[src/rtl/l15_req_arbiter_if.sv]
// Request-side bundle between the L1 requesters, the arbiter and the L1.5.
// The slave modport is the arbiter's view; master is the requester/L1.5 view.
interface l15_req_arbiter_if #(
    parameter int NumPorts  = 4,
    parameter int AddrWidth = 40
);
    localparam int PortIdW = (NumPorts > 1) ? $clog2(NumPorts) : 1;

    logic [NumPorts-1:0]           req_valid_i;
    logic [NumPorts-1:0]           req_ready_o;
    logic [NumPorts*5-1:0]         req_type_i;
    logic [NumPorts*AddrWidth-1:0] req_addr_i;
    logic [NumPorts*3-1:0]         req_size_i;
    logic [NumPorts-1:0]           req_nc_i;
    logic [NumPorts*64-1:0]        req_data_i;

    logic                          l15_val_o;
    logic [4:0]                    l15_rqtype_o;
    logic [AddrWidth-1:0]          l15_address_o;
    logic [2:0]                    l15_size_o;
    logic                          l15_nc_o;
    logic [63:0]                   l15_data_o;
    logic [PortIdW-1:0]            l15_portid_o;
    logic                          l15_header_ack_i;

    logic                          rsp_valid_i;
    logic [PortIdW-1:0]            rsp_portid_i;

    modport slave (
        input  req_valid_i, req_type_i, req_addr_i, req_size_i, req_nc_i, req_data_i,
        output req_ready_o,
        output l15_val_o, l15_rqtype_o, l15_address_o, l15_size_o, l15_nc_o,
        output l15_data_o, l15_portid_o,
        input  l15_header_ack_i,
        input  rsp_valid_i, rsp_portid_i
    );

    modport master (
        output req_valid_i, req_type_i, req_addr_i, req_size_i, req_nc_i, req_data_i,
        input  req_ready_o,
        input  l15_val_o, l15_rqtype_o, l15_address_o, l15_size_o, l15_nc_o,
        input  l15_data_o, l15_portid_o,
        output l15_header_ack_i,
        output rsp_valid_i, rsp_portid_i
    );
endinterface

[src/rtl/l15_req_arbiter.sv]
// L1.5 request arbiter/serializer: merges I$, D$ read, D$ write and AMO
// requesters into one registered L1.5 request stream. Fixed priority with
// starvation promotion, per-port outstanding limit, sticky protocol error.
module l15_req_arbiter #(
    parameter int NumPorts       = 4,
    parameter int AddrWidth      = 40,
    parameter int MaxOutstanding = 4,
    parameter int StarveTh       = 8
) (
    input  logic             clk_i,
    input  logic             rst_ni,
    l15_req_arbiter_if.slave bus,
    output logic             busy_o,
    output logic             err_o
);

    localparam int PortIdW = (NumPorts > 1) ? $clog2(NumPorts) : 1;
    localparam int CntW    = $clog2(MaxOutstanding + 1);
    localparam int StvW    = 4;

    localparam logic [CntW-1:0]    MaxOut      = CntW'(MaxOutstanding);
    localparam logic [StvW-1:0]    StvTh       = StvW'(StarveTh);
    localparam logic [PortIdW:0]   NumPortsExt = (PortIdW + 1)'(NumPorts);

    typedef enum logic [0:0] {
        IDLE = 1'b0,
        SEND = 1'b1
    } state_e;

    state_e state_q, state_d;

    logic [4:0]           type_q, type_d;
    logic [AddrWidth-1:0] addr_q, addr_d;
    logic [2:0]           size_q, size_d;
    logic                 nc_q, nc_d;
    logic [63:0]          data_q, data_d;
    logic [PortIdW-1:0]   portid_q, portid_d;

    logic [CntW-1:0]      outst_q  [NumPorts];
    logic [CntW-1:0]      outst_d  [NumPorts];
    logic [StvW-1:0]      starve_q [NumPorts];
    logic [StvW-1:0]      starve_d [NumPorts];
    logic                 err_q, err_d;

    logic [NumPorts-1:0]  eligible;
    logic [NumPorts-1:0]  starved;
    logic [NumPorts-1:0]  cand;
    logic [NumPorts-1:0]  grant_oh;
    logic [PortIdW-1:0]   grant_idx;
    logic [NumPorts-1:0]  inc_vec;
    logic [NumPorts-1:0]  dec_vec;
    logic                 decision;
    logic                 accept;
    logic                 busy;
    logic [PortIdW:0]     rsp_pid_ext;

    logic [4:0]           sel_type;
    logic [AddrWidth-1:0] sel_addr;
    logic [2:0]           sel_size;
    logic                 sel_nc;
    logic [63:0]          sel_data;

    // Starvation counter increment, saturating at the promotion threshold.
    function automatic logic [StvW-1:0] sat_inc_starve(input logic [StvW-1:0] v);
        return (v >= StvTh) ? v : v + StvW'(1);
    endfunction

    // A decision is made whenever the output slot is free or being freed now.
    assign decision    = (state_q == IDLE) || bus.l15_header_ack_i;
    assign accept      = decision && (|eligible);
    assign cand        = (|starved) ? starved : eligible;
    assign rsp_pid_ext = {1'b0, bus.rsp_portid_i};

    // Eligibility and starvation status per port.
    always_comb begin
        eligible = '0;
        starved  = '0;
        for (int p = 0; p < NumPorts; p++) begin
            eligible[p] = bus.req_valid_i[p] && (outst_q[p] < MaxOut);
            starved[p]  = eligible[p] && (starve_q[p] == StvTh);
        end
    end

    // Lowest-index candidate wins; starved ports form the candidate set when any exist.
    always_comb begin
        grant_oh  = '0;
        grant_idx = '0;
        for (int p = NumPorts - 1; p >= 0; p--) begin
            if (cand[p]) begin
                grant_oh    = '0;
                grant_oh[p] = 1'b1;
                grant_idx   = PortIdW'(p);
            end
        end
    end

    // Payload mux of the granted port.
    always_comb begin
        sel_type = '0;
        sel_addr = '0;
        sel_size = '0;
        sel_nc   = 1'b0;
        sel_data = '0;
        for (int p = 0; p < NumPorts; p++) begin
            if (grant_oh[p]) begin
                sel_type = bus.req_type_i[p*5 +: 5];
                sel_addr = bus.req_addr_i[p*AddrWidth +: AddrWidth];
                sel_size = bus.req_size_i[p*3 +: 3];
                sel_nc   = bus.req_nc_i[p];
                sel_data = bus.req_data_i[p*64 +: 64];
            end
        end
    end

    // FSM next state and payload capture; payload only moves on accept.
    always_comb begin
        state_d  = state_q;
        type_d   = type_q;
        addr_d   = addr_q;
        size_d   = size_q;
        nc_d     = nc_q;
        data_d   = data_q;
        portid_d = portid_q;
        case (state_q)
            IDLE: if (accept) state_d = SEND;
            SEND: if (bus.l15_header_ack_i) state_d = accept ? SEND : IDLE;
            default: state_d = IDLE;
        endcase
        if (accept) begin
            type_d   = sel_type;
            addr_d   = sel_addr;
            size_d   = sel_size;
            nc_d     = sel_nc;
            data_d   = sel_data;
            portid_d = grant_idx;
        end
    end

    // Per-port accept and completion strobes.
    always_comb begin
        inc_vec = '0;
        dec_vec = '0;
        for (int p = 0; p < NumPorts; p++) begin
            inc_vec[p] = accept && grant_oh[p];
            dec_vec[p] = bus.rsp_valid_i && (bus.rsp_portid_i == PortIdW'(p));
        end
    end

    // Outstanding counters and protocol error detection.
    always_comb begin
        err_d = err_q;
        for (int p = 0; p < NumPorts; p++) begin
            outst_d[p] = outst_q[p];
            if (inc_vec[p] && !dec_vec[p]) begin
                outst_d[p] = outst_q[p] + CntW'(1);
            end else if (dec_vec[p] && !inc_vec[p]) begin
                if (outst_q[p] == '0) begin
                    err_d = 1'b1;
                end else begin
                    outst_d[p] = outst_q[p] - CntW'(1);
                end
            end
        end
        if (bus.rsp_valid_i && (rsp_pid_ext >= NumPortsExt)) begin
            err_d = 1'b1;
        end
    end

    // Starvation counters: count lost decisions, clear on grant or dropped valid.
    always_comb begin
        for (int p = 0; p < NumPorts; p++) begin
            starve_d[p] = starve_q[p];
            if (!bus.req_valid_i[p]) begin
                starve_d[p] = '0;
            end else if (decision) begin
                if (grant_oh[p]) begin
                    starve_d[p] = '0;
                end else if (eligible[p]) begin
                    starve_d[p] = sat_inc_starve(starve_q[p]);
                end
            end
        end
    end

    // Busy while anything is in flight or presented.
    always_comb begin
        busy = (state_q == SEND);
        for (int p = 0; p < NumPorts; p++) begin
            if (outst_q[p] != '0) busy = 1'b1;
        end
    end

    // FSM state and registered L1.5 payload.
    always_ff @(posedge clk_i or negedge rst_ni) begin
        if (!rst_ni) begin
            state_q  <= IDLE;
            type_q   <= '0;
            addr_q   <= '0;
            size_q   <= '0;
            nc_q     <= 1'b0;
            data_q   <= '0;
            portid_q <= '0;
        end else begin
            state_q  <= state_d;
            type_q   <= type_d;
            addr_q   <= addr_d;
            size_q   <= size_d;
            nc_q     <= nc_d;
            data_q   <= data_d;
            portid_q <= portid_d;
        end
    end

    // Per-port outstanding/starvation counters and sticky error.
    always_ff @(posedge clk_i or negedge rst_ni) begin
        if (!rst_ni) begin
            for (int p = 0; p < NumPorts; p++) begin
                outst_q[p]  <= '0;
                starve_q[p] <= '0;
            end
            err_q <= 1'b0;
        end else begin
            for (int p = 0; p < NumPorts; p++) begin
                outst_q[p]  <= outst_d[p];
                starve_q[p] <= starve_d[p];
            end
            err_q <= err_d;
        end
    end

    // Ready is forced low while reset is asserted so no accept is signalled.
    assign bus.req_ready_o   = (rst_ni && accept) ? grant_oh : '0;
    assign bus.l15_val_o     = (state_q == SEND);
    assign bus.l15_rqtype_o  = type_q;
    assign bus.l15_address_o = addr_q;
    assign bus.l15_size_o    = size_q;
    assign bus.l15_nc_o      = nc_q;
    assign bus.l15_data_o    = data_q;
    assign bus.l15_portid_o  = portid_q;
    assign busy_o            = busy;
    assign err_o             = err_q;

endmodule

[src/flat_wrapper.sv]
// flat-port wrapper written by rule: the top's interface ports become plain ports
module l15_req_arbiter_flat 
#(
    parameter int NumPorts       = 4,
    parameter int AddrWidth      = 40,
    parameter int MaxOutstanding = 4,
    parameter int StarveTh       = 8
)
  (clk_i, rst_ni, busy_o, err_o, bus_req_valid_i, bus_req_type_i, bus_req_addr_i, bus_req_size_i, bus_req_nc_i, bus_req_data_i, bus_req_ready_o, bus_l15_val_o, bus_l15_rqtype_o, bus_l15_address_o, bus_l15_size_o, bus_l15_nc_o, bus_l15_data_o, bus_l15_portid_o, bus_l15_header_ack_i, bus_rsp_valid_i, bus_rsp_portid_i);
  l15_req_arbiter_if #(.NumPorts(NumPorts), .AddrWidth(AddrWidth)) bus_i ();
  input  logic clk_i;
  input  logic rst_ni;
  output logic busy_o;
  output logic err_o;
  input wire logic [$bits(bus_i.req_valid_i)-1:0] bus_req_valid_i;
  input wire logic [$bits(bus_i.req_type_i)-1:0] bus_req_type_i;
  input wire logic [$bits(bus_i.req_addr_i)-1:0] bus_req_addr_i;
  input wire logic [$bits(bus_i.req_size_i)-1:0] bus_req_size_i;
  input wire logic [$bits(bus_i.req_nc_i)-1:0] bus_req_nc_i;
  input wire logic [$bits(bus_i.req_data_i)-1:0] bus_req_data_i;
  output wire logic [$bits(bus_i.req_ready_o)-1:0] bus_req_ready_o;
  output wire logic [$bits(bus_i.l15_val_o)-1:0] bus_l15_val_o;
  output wire logic [$bits(bus_i.l15_rqtype_o)-1:0] bus_l15_rqtype_o;
  output wire logic [$bits(bus_i.l15_address_o)-1:0] bus_l15_address_o;
  output wire logic [$bits(bus_i.l15_size_o)-1:0] bus_l15_size_o;
  output wire logic [$bits(bus_i.l15_nc_o)-1:0] bus_l15_nc_o;
  output wire logic [$bits(bus_i.l15_data_o)-1:0] bus_l15_data_o;
  output wire logic [$bits(bus_i.l15_portid_o)-1:0] bus_l15_portid_o;
  input wire logic [$bits(bus_i.l15_header_ack_i)-1:0] bus_l15_header_ack_i;
  input wire logic [$bits(bus_i.rsp_valid_i)-1:0] bus_rsp_valid_i;
  input wire logic [$bits(bus_i.rsp_portid_i)-1:0] bus_rsp_portid_i;
  assign bus_i.req_valid_i = bus_req_valid_i;
  assign bus_i.req_type_i = bus_req_type_i;
  assign bus_i.req_addr_i = bus_req_addr_i;
  assign bus_i.req_size_i = bus_req_size_i;
  assign bus_i.req_nc_i = bus_req_nc_i;
  assign bus_i.req_data_i = bus_req_data_i;
  assign bus_req_ready_o = bus_i.req_ready_o;
  assign bus_l15_val_o = bus_i.l15_val_o;
  assign bus_l15_rqtype_o = bus_i.l15_rqtype_o;
  assign bus_l15_address_o = bus_i.l15_address_o;
  assign bus_l15_size_o = bus_i.l15_size_o;
  assign bus_l15_nc_o = bus_i.l15_nc_o;
  assign bus_l15_data_o = bus_i.l15_data_o;
  assign bus_l15_portid_o = bus_i.l15_portid_o;
  assign bus_i.l15_header_ack_i = bus_l15_header_ack_i;
  assign bus_i.rsp_valid_i = bus_rsp_valid_i;
  assign bus_i.rsp_portid_i = bus_rsp_portid_i;
  l15_req_arbiter #(.NumPorts(NumPorts), .AddrWidth(AddrWidth), .MaxOutstanding(MaxOutstanding), .StarveTh(StarveTh)) u_core (.clk_i(clk_i), .rst_ni(rst_ni), .bus(bus_i), .busy_o(busy_o), .err_o(err_o));
endmodule
[config.mk]
export PLATFORM = sky130hd
export DESIGN_NAME = l15_req_arbiter_flat
export DESIGN_NICKNAME = d
export VERILOG_FILES = /design/src/rtl/l15_req_arbiter_if.sv /design/src/rtl/l15_req_arbiter.sv /design/src/flat_wrapper.sv
export SDC_FILE = /design/constraint.sdc
export NUM_CORES = 1
export LEC_CHECK = 0
export BUFFER_PORTS_ARGS = -buffer_cell sky130_fd_sc_hd__buf_2
export CELL_PAD_IN_SITES_DETAIL_PLACEMENT = 1
export CELL_PAD_IN_SITES_GLOBAL_PLACEMENT = 1
export CORE_AREA = 2 2 230 232
export DETAILED_ROUTE_END_ITERATION = 8
export DIE_AREA = 0 0 232 234
export HOLD_SLACK_MARGIN = 0.08
export PLACE_DENSITY_LB_ADDON = 0.05
export SLEW_MARGIN = 20
export SYNTH_ARGS = -nofsm -noshare
export SYNTH_HDL_FRONTEND = slang
export SYNTH_SLANG_ARGS = --single-unit
[constraint.sdc]
create_clock -name clk_i -period 2.6 [get_ports clk_i]
set_input_delay 0.13 -clock clk_i [delete_from_list [all_inputs] [get_ports clk_i]]
set_output_delay 0.13 -clock clk_i [all_outputs]
set_load 0.005 [all_outputs]
# Word-level counts from Yosys, hierarchy flattened
# Index checks and enable logic that the tools add are counted.
[op_classes] n_reduce_logical=59 n_mux=82 n_addsub=12 order_cmp=9 eq_ne=23 bitwise_logic=1
[op_table] op="$mux W64" n=4
[op_table] op="$mux W40" n=4
[op_table] op="$mux W4" n=26
[op_table] op="$mux W3" n=16
[op_table] op="$logic_and A1 B1 Y1" n=27
[op_table] op="$mux W1" n=23
[op_table] op="$mux W5" n=4
[op_table] op="$add A4 B1 Y4 const B" n=4
[op_table] op="$eq A4 B4 Y1 const B" n=4
[op_table] op="$ge A4 B4 Y1 const B" n=4
[op_table] op="$ne A2 B1 Y1 const B" n=8
[op_table] op="$add A3 B1 Y3 const B" n=4
[op_table] op="$logic_not A3 Y1" n=4
[op_table] op="$lt A3 B3 Y1 const B" n=4
[op_table] op="$ne A3 B1 Y1 const B" n=4
[op_table] op="$ne A3 B2 Y1 const B" n=4
[op_table] op="$reduce_and A3 Y1" n=4
[op_table] op="$reduce_bool A3 Y1" n=4
[op_table] op="$sub A3 B1 Y3 const B" n=4
[op_table] op="$logic_not A1 Y1" n=8
[op_table] op="$mux W2" n=4
[op_table] op="$reduce_and A2 Y1" n=4
[op_table] op="$reduce_bool A2 Y1" n=4
[op_table] op="$reduce_or A4 Y1" n=2
[op_table] op="7 further kinds" n=8
[word_totals] in_bits=462 reg_bits=145 output_inout_bits=122 word_cells=202

# Longest topological paths before layout
[logic_depth] word_depth=24 ltp_mapped=15 depth_no_buf=14

# Least setup slack after synthesis
# No wires, ideal clock.
[synth_timing] path_kind="register to register" from="register u_core.starve_q[12] in the netlist's numbering" to="register u_core.outst_q[2] in the netlist's numbering" setup_ps=130 t_arrival_ps=2679 period_less_slack_ps=2809 slack_ps=-209 n_path_buf=2 stages_incl_launch_ff=16 path_cell_list="dfrtp_1 > inv_1 > ha_1 > and3b_1 > and2_1 > buf_2 > nor2_1 > o21a_1 > buf_2 > nand2_1 > inv_1 > ha_1 > inv_1 > fa_1 > a22oi_1 > o21ai_0"
[synth_between] elab_chain_len=13 elab_cells_between_ends=16 classes_between="eq/ne: 2; mux: 6; reduce/logical: 8"
[synth_rtl] element="start, declared" line_no="l15_req_arbiter.sv:41" text="logic [StvW-1:0] starve_q [NumPorts];"
[synth_rtl] element="start signal, assigned by index" line_no="l15_req_arbiter.sv:225" text="starve_q[p] <= starve_d[p];"
[synth_rtl] element="$eq A4 B4 Y1 (*)" line_no="l15_req_arbiter.sv:80" text="starved[p] = eligible[p] && (starve_q[p] == StvTh);"
[synth_rtl] element="$logic_and A1 B1 Y1 (*)" line_no="l15_req_arbiter.sv:80"
[synth_rtl] element="$reduce_or A4 Y1" line_no="l15_req_arbiter.sv:71" text="assign cand = (|starved) ? starved : eligible;"
[synth_rtl] element="$mux W4 (*)" line_no="l15_req_arbiter.sv:71"
[synth_rtl] element="$mux W4 (3 in series)" line_no="l15_req_arbiter.sv:89" text="if (cand[p]) begin"
[synth_rtl] element="$mux W4 (*)" line_no="l15_req_arbiter.sv:89"
[synth_rtl] element="$logic_and A1 B1 Y1 (*)" line_no="l15_req_arbiter.sv:144" text="inc_vec[p] = accept && grant_oh[p];"
[synth_rtl] element="$logic_not A1 Y1" line_no="l15_req_arbiter.sv:156" text="end else if (dec_vec[p] && !inc_vec[p]) begin"
[synth_rtl] element="$logic_and A1 B1 Y1" line_no="l15_req_arbiter.sv:156"
[synth_rtl] element="$reduce_bool A2 Y1 (no line)"
[synth_rtl] element="$reduce_and A2 Y1 (no line)"
[synth_rtl] element="end signal, assigned by index" line_no="l15_req_arbiter.sv:224" text="outst_q[p] <= outst_d[p];"
[synth_rtl] element="end, declared" line_no="l15_req_arbiter.sv:39" text="logic [CntW-1:0] outst_q [NumPorts];"
# Every way passes the cells marked *; elsewhere a longest branch is shown, timed or not.
# A chain may end at the register's enable or synchronous reset.

# Final worst setup path
[layout_timing] from="register u_core.starve_q[0] in the netlist's numbering" to="register u_core.outst_q[2] in the netlist's numbering"
# The elaborated chain is that of the path after synthesis.

==> impl_metrics.json <==
{
  "status": "completed",
  "netlist-cell-type-count": 60,
  "switching_power_mw": 5.92,
  "maxCapViolCount": 0,
  "num-fill-cells": 6186,
  "muxShareOfSynthArea_pct": 0.385,
  "synth_cells": 1025,
  "post-place-cells": 2276,
  "synthMostInstantiatedCell": "a21oi_1",
  "cts_root_buf": "clkbuf_16",
  "ff2ff_setup_slack_ps": 110,
  "power_frac_clock_pct": 17.4,
  "chipHeight_um": 234,
  "synth_fp_nets": 1507,
  "synth_area_leaders": "dfrtp_1 (41%), a21oi_1 (13%), a221o_1 (13%), o21ai_1 (6.4%), nor2_1 (6.0%)",
  "dieArea_mm2": 0.0543,
  "cts.sinks": 145,
  "drcViolationCount": 0,
  "multi_input_comb_area_mm2": 0.00486,
  "wl_per_cell_um": 21.2,
  "cts-buffers-inserted": 17,
  "finalCritPeriodShare_pct": 95.7,
  "rsz0062_at_grt": "true",
  "io_pins": 584,
  "synthTopCellsByCount": "a21oi_1 (233), dfrtp_1 (145), nor2_1 (141)",
  "wirelength_um": 58000,
  "slew-limit-headroom_pct": 43.3,
  "synthFlopType": "dfrtp_1",
  "whs_endpoint": "u_core.bus.l15_address_o[27]",
  "r2r-end": "u_core.outst_q[2]",
  "p_comb_share_pct": 54.7,
  "crit_top_cell": "inv_1",
  "clk_pin_slew_worst_paths_ps": 60,
  "clock_latency_ps": 480,
  "avgSynthCellArea_um2": 8.57,
  "ys_ff_latch": 145,
  "post_route_cells_drive_above_1_share_pct": 36.8,
  "r2r_cells": 14,
  "fin_area_mm2": 0.0180,
  "drt-vias-per-instance": 4.49,
  "drtIter0Drc": 554,
  "grt_antenna_before_repair": 6,
  "synth_top_cell_area_share_pct": 41.3,
  "swShare_pct": 42.2,
  "synth_xor_area_share_pct": 0.498,
  "num_vias": 12300,
  "hold_class": "input port to flip-flop",
  "cts_tree": "built",
  "grt_start_max_net_pins": 69,
  "synth-simple-area-share_pct": 11.9,
  "initial_utilization_pct": 16.9,
  "place_ws_ps": -4.94,
  "slowest_stage": "fa_1",
  "maxSlewViolCount": 0,
  "yosys_warnings": 0,
  "p_seq_share_pct": 27.9,
  "layout.nets": 2509,
  "postSynth.asyncResetShare_pct": 100,
  "ir_worst_vdd_mv": 0.406,
  "setup_viol": 0,
  "critical_path_class": "flip-flop to flip-flop",
  "rows": 84,
  "start_kind": "flip-flop",
  "holdCritStartpoint": "bus_req_addr_i[107]",
  "grt_pass1_wl_um": 82500,
  "overflow": 0,
  "p_int_mw": 8.12,
  "fin_skew_ps": 10.3,
  "clockBufferDepth": 2,
  "regArea_mm2": 0.00363,
  "required_ps": 2960,
  "die_x_um": 232,
  "end_kind": "flip-flop",
  "fmax_mhz": 402,
  "io_buffer_count": 583,
  "post-synth-top-area-cell": "dfrtp_1",
  "synth_top_family_by_area": "compound AO/OA/AOI/OAI gates",
  "fin_ws_ps": 111,
  "hold_depth": 4,
  "postRouteAntennaNets": 0,
  "synth_edf_count": 0,
  "synth-adder-area-share_pct": 3.19,
  "post_dp_cell_area_mm2": 0.0130,
  "place_hpwl_um": 39700,
  "p_leak_nw": 8.18,
  "ys_seq_area_share_pct": 41.3,
  "reg2reg_from": "u_core.starve_q[0]",
  "netlist_area_mm2": 0.00879,
  "worst_slew_pin_slew_ps": 851,
  "cp_max_fo": 7,
  "finalPower_mw": 14.0,
  "synth-compound-area-share_pct": 36.9,
  "arrival_ps": 2850,
  "cpPeakStageDelay_ps": 440,
  "power_density_mw_per_mm2": 781,
  "fin_crit_ps": 2490,
  "grt.total_usage_pct": 20.4,
  "place_congestion": 0.818,
  "area_delta_synth_final_pct": 105,
  "grt_pass1_vias": 13300,
  "final_cells": 2731,
  "detail_route.first_pass.iterations": 4,
  "finalHoldViolCount": 0,
  "path_cells": "inv_1, ha_1, nand3b_1, buf_6, nand2_1, nor3_1, o21a_4, nand2_2, inv_2, ha_4, inv_1, fa_1, a22oi_1, o21ai_0",
  "htreeDepth": 4,
  "hold_ws_ps": 108,
  "coreArea_mm2": 0.0520
}
==> worst max-delay path by stage <==
stage / start / to / slack, ps / cells after the start
after floorplan: u_core.starve_q[12] / u_core.outst_q[2] / -2 / 15
after global placement: u_core.starve_q[12] / u_core.bus.l15_data_o[53] / 10 / 10
after detailed placement: u_core.starve_q[0] / u_core.outst_q[11] / -5 / 14
after CTS: u_core.starve_q[4] / u_core.outst_q[2] / 2 / 13
after global routing: u_core.starve_q[1] / u_core.outst_q[2] / -60 / 13
final: u_core.starve_q[0] / u_core.outst_q[2] / 110 / 14
==> cell families after synthesis <==
family	after synthesis
XOR/XNOR	5
AND/OR/NAND/NOR	231
multiplexers	3
buffers and inverters	115
AO/OA/AOI/OAI	506
flip-flops	145
adder cells (fa/ha/maj)	20
==> registers in the layout, summed over array words and instances, names as in the netlist <==
signal / flops
u_core.bus.l15_address_o: 40
u_core.bus.l15_data_o: 64
u_core.bus.l15_nc_o: 1
u_core.bus.l15_portid_o: 2
u_core.bus.l15_rqtype_o: 5
u_core.bus.l15_size_o: 3
u_core.bus.l15_val_o: 1
u_core.err_o: 1
u_core.outst_q: 12
u_core.starve_q: 16
==> worst max-delay path, delay by kind of cell (launching register included) <==
kind | cells | cell delay [ps]
compound gates | 3 | 420
simple gates | 4 | 460
buf+inv | 4 | 340
flops | 1 | 340
fa+ha+maj | 3 | 800
==> through the flow <==
stage	setup TNS, ps	utilization [%]
finish	0	34.6
global route	-121	34.5
CTS	0	34.1
detailed placement	-8.46	25.0
global placement	0	25.0
floorplan	-2.81	-
==> power by group through the flow <==
stage,combinational [mW],sequential (mW),clock (mW)
after floorplan,3.54,4.01,0
after global placement,7.07,3.93,0
after detailed placement,7.11,3.95,0
after CTS,7.69,3.92,2.59
after global routing,8.47,4.06,2.68
final,7.67,3.92,2.45
==> what timing repair did <==
action / CTS / global route
cloned: 1 / 3
hold endpoints to repair: 273 / 0
hold buffers: 407 / 0
pin swaps: 8 / 16
resized for setup: 3 / 32
buffers inserted: 3 / 7
endpoints found under the setup margin: 5 / 89
==> layout by cell type, fill, tap and decap left out, types with 5 or more instances in the layout <==
cell	count
dlygate4sd3_1	407
dfrtp_1	145
inv_2	6
a21oi_1	231
buf_6	6
a21o_1	5
ha_1	12
inv_1	17
clkbuf_16	20
buf_12	17
nand2_1	24
nor2_1	135
buf_4	57
o21ai_0	6
a221o_1	113
nor3_1	13
buf_2	582
o21ai_1	105
nand3_1	6
a21boi_0	5
diode_2	6
o21ai_2	8
==> final cells by class <==
class	instances	area share, %
clock buffer	23	2.71
multi-input combinational	765	27.0
antenna	6	0.0835
clock inverter	6	0.320
tap	688	4.79
sequential	145	20.2
inverter	23	0.480
timing repair buffer	1075	44.4
==> metal layers <==
layer | track usage, % | vias to the layer above | wire (um) | share of wire (%)
met5 | 0 | - | 0 | 0
met3 | 4.35 | 75 | 2430 | 4.2
met1 | 23.8 | 6006 | 24000 | 41
met4 | 7.39 | 0 | 1450 | 2.5
li1 | - | 5858 | - | -
met2 | 36.6 | 335 | 30100 | 52
Power figures use the tool's default switching activity.
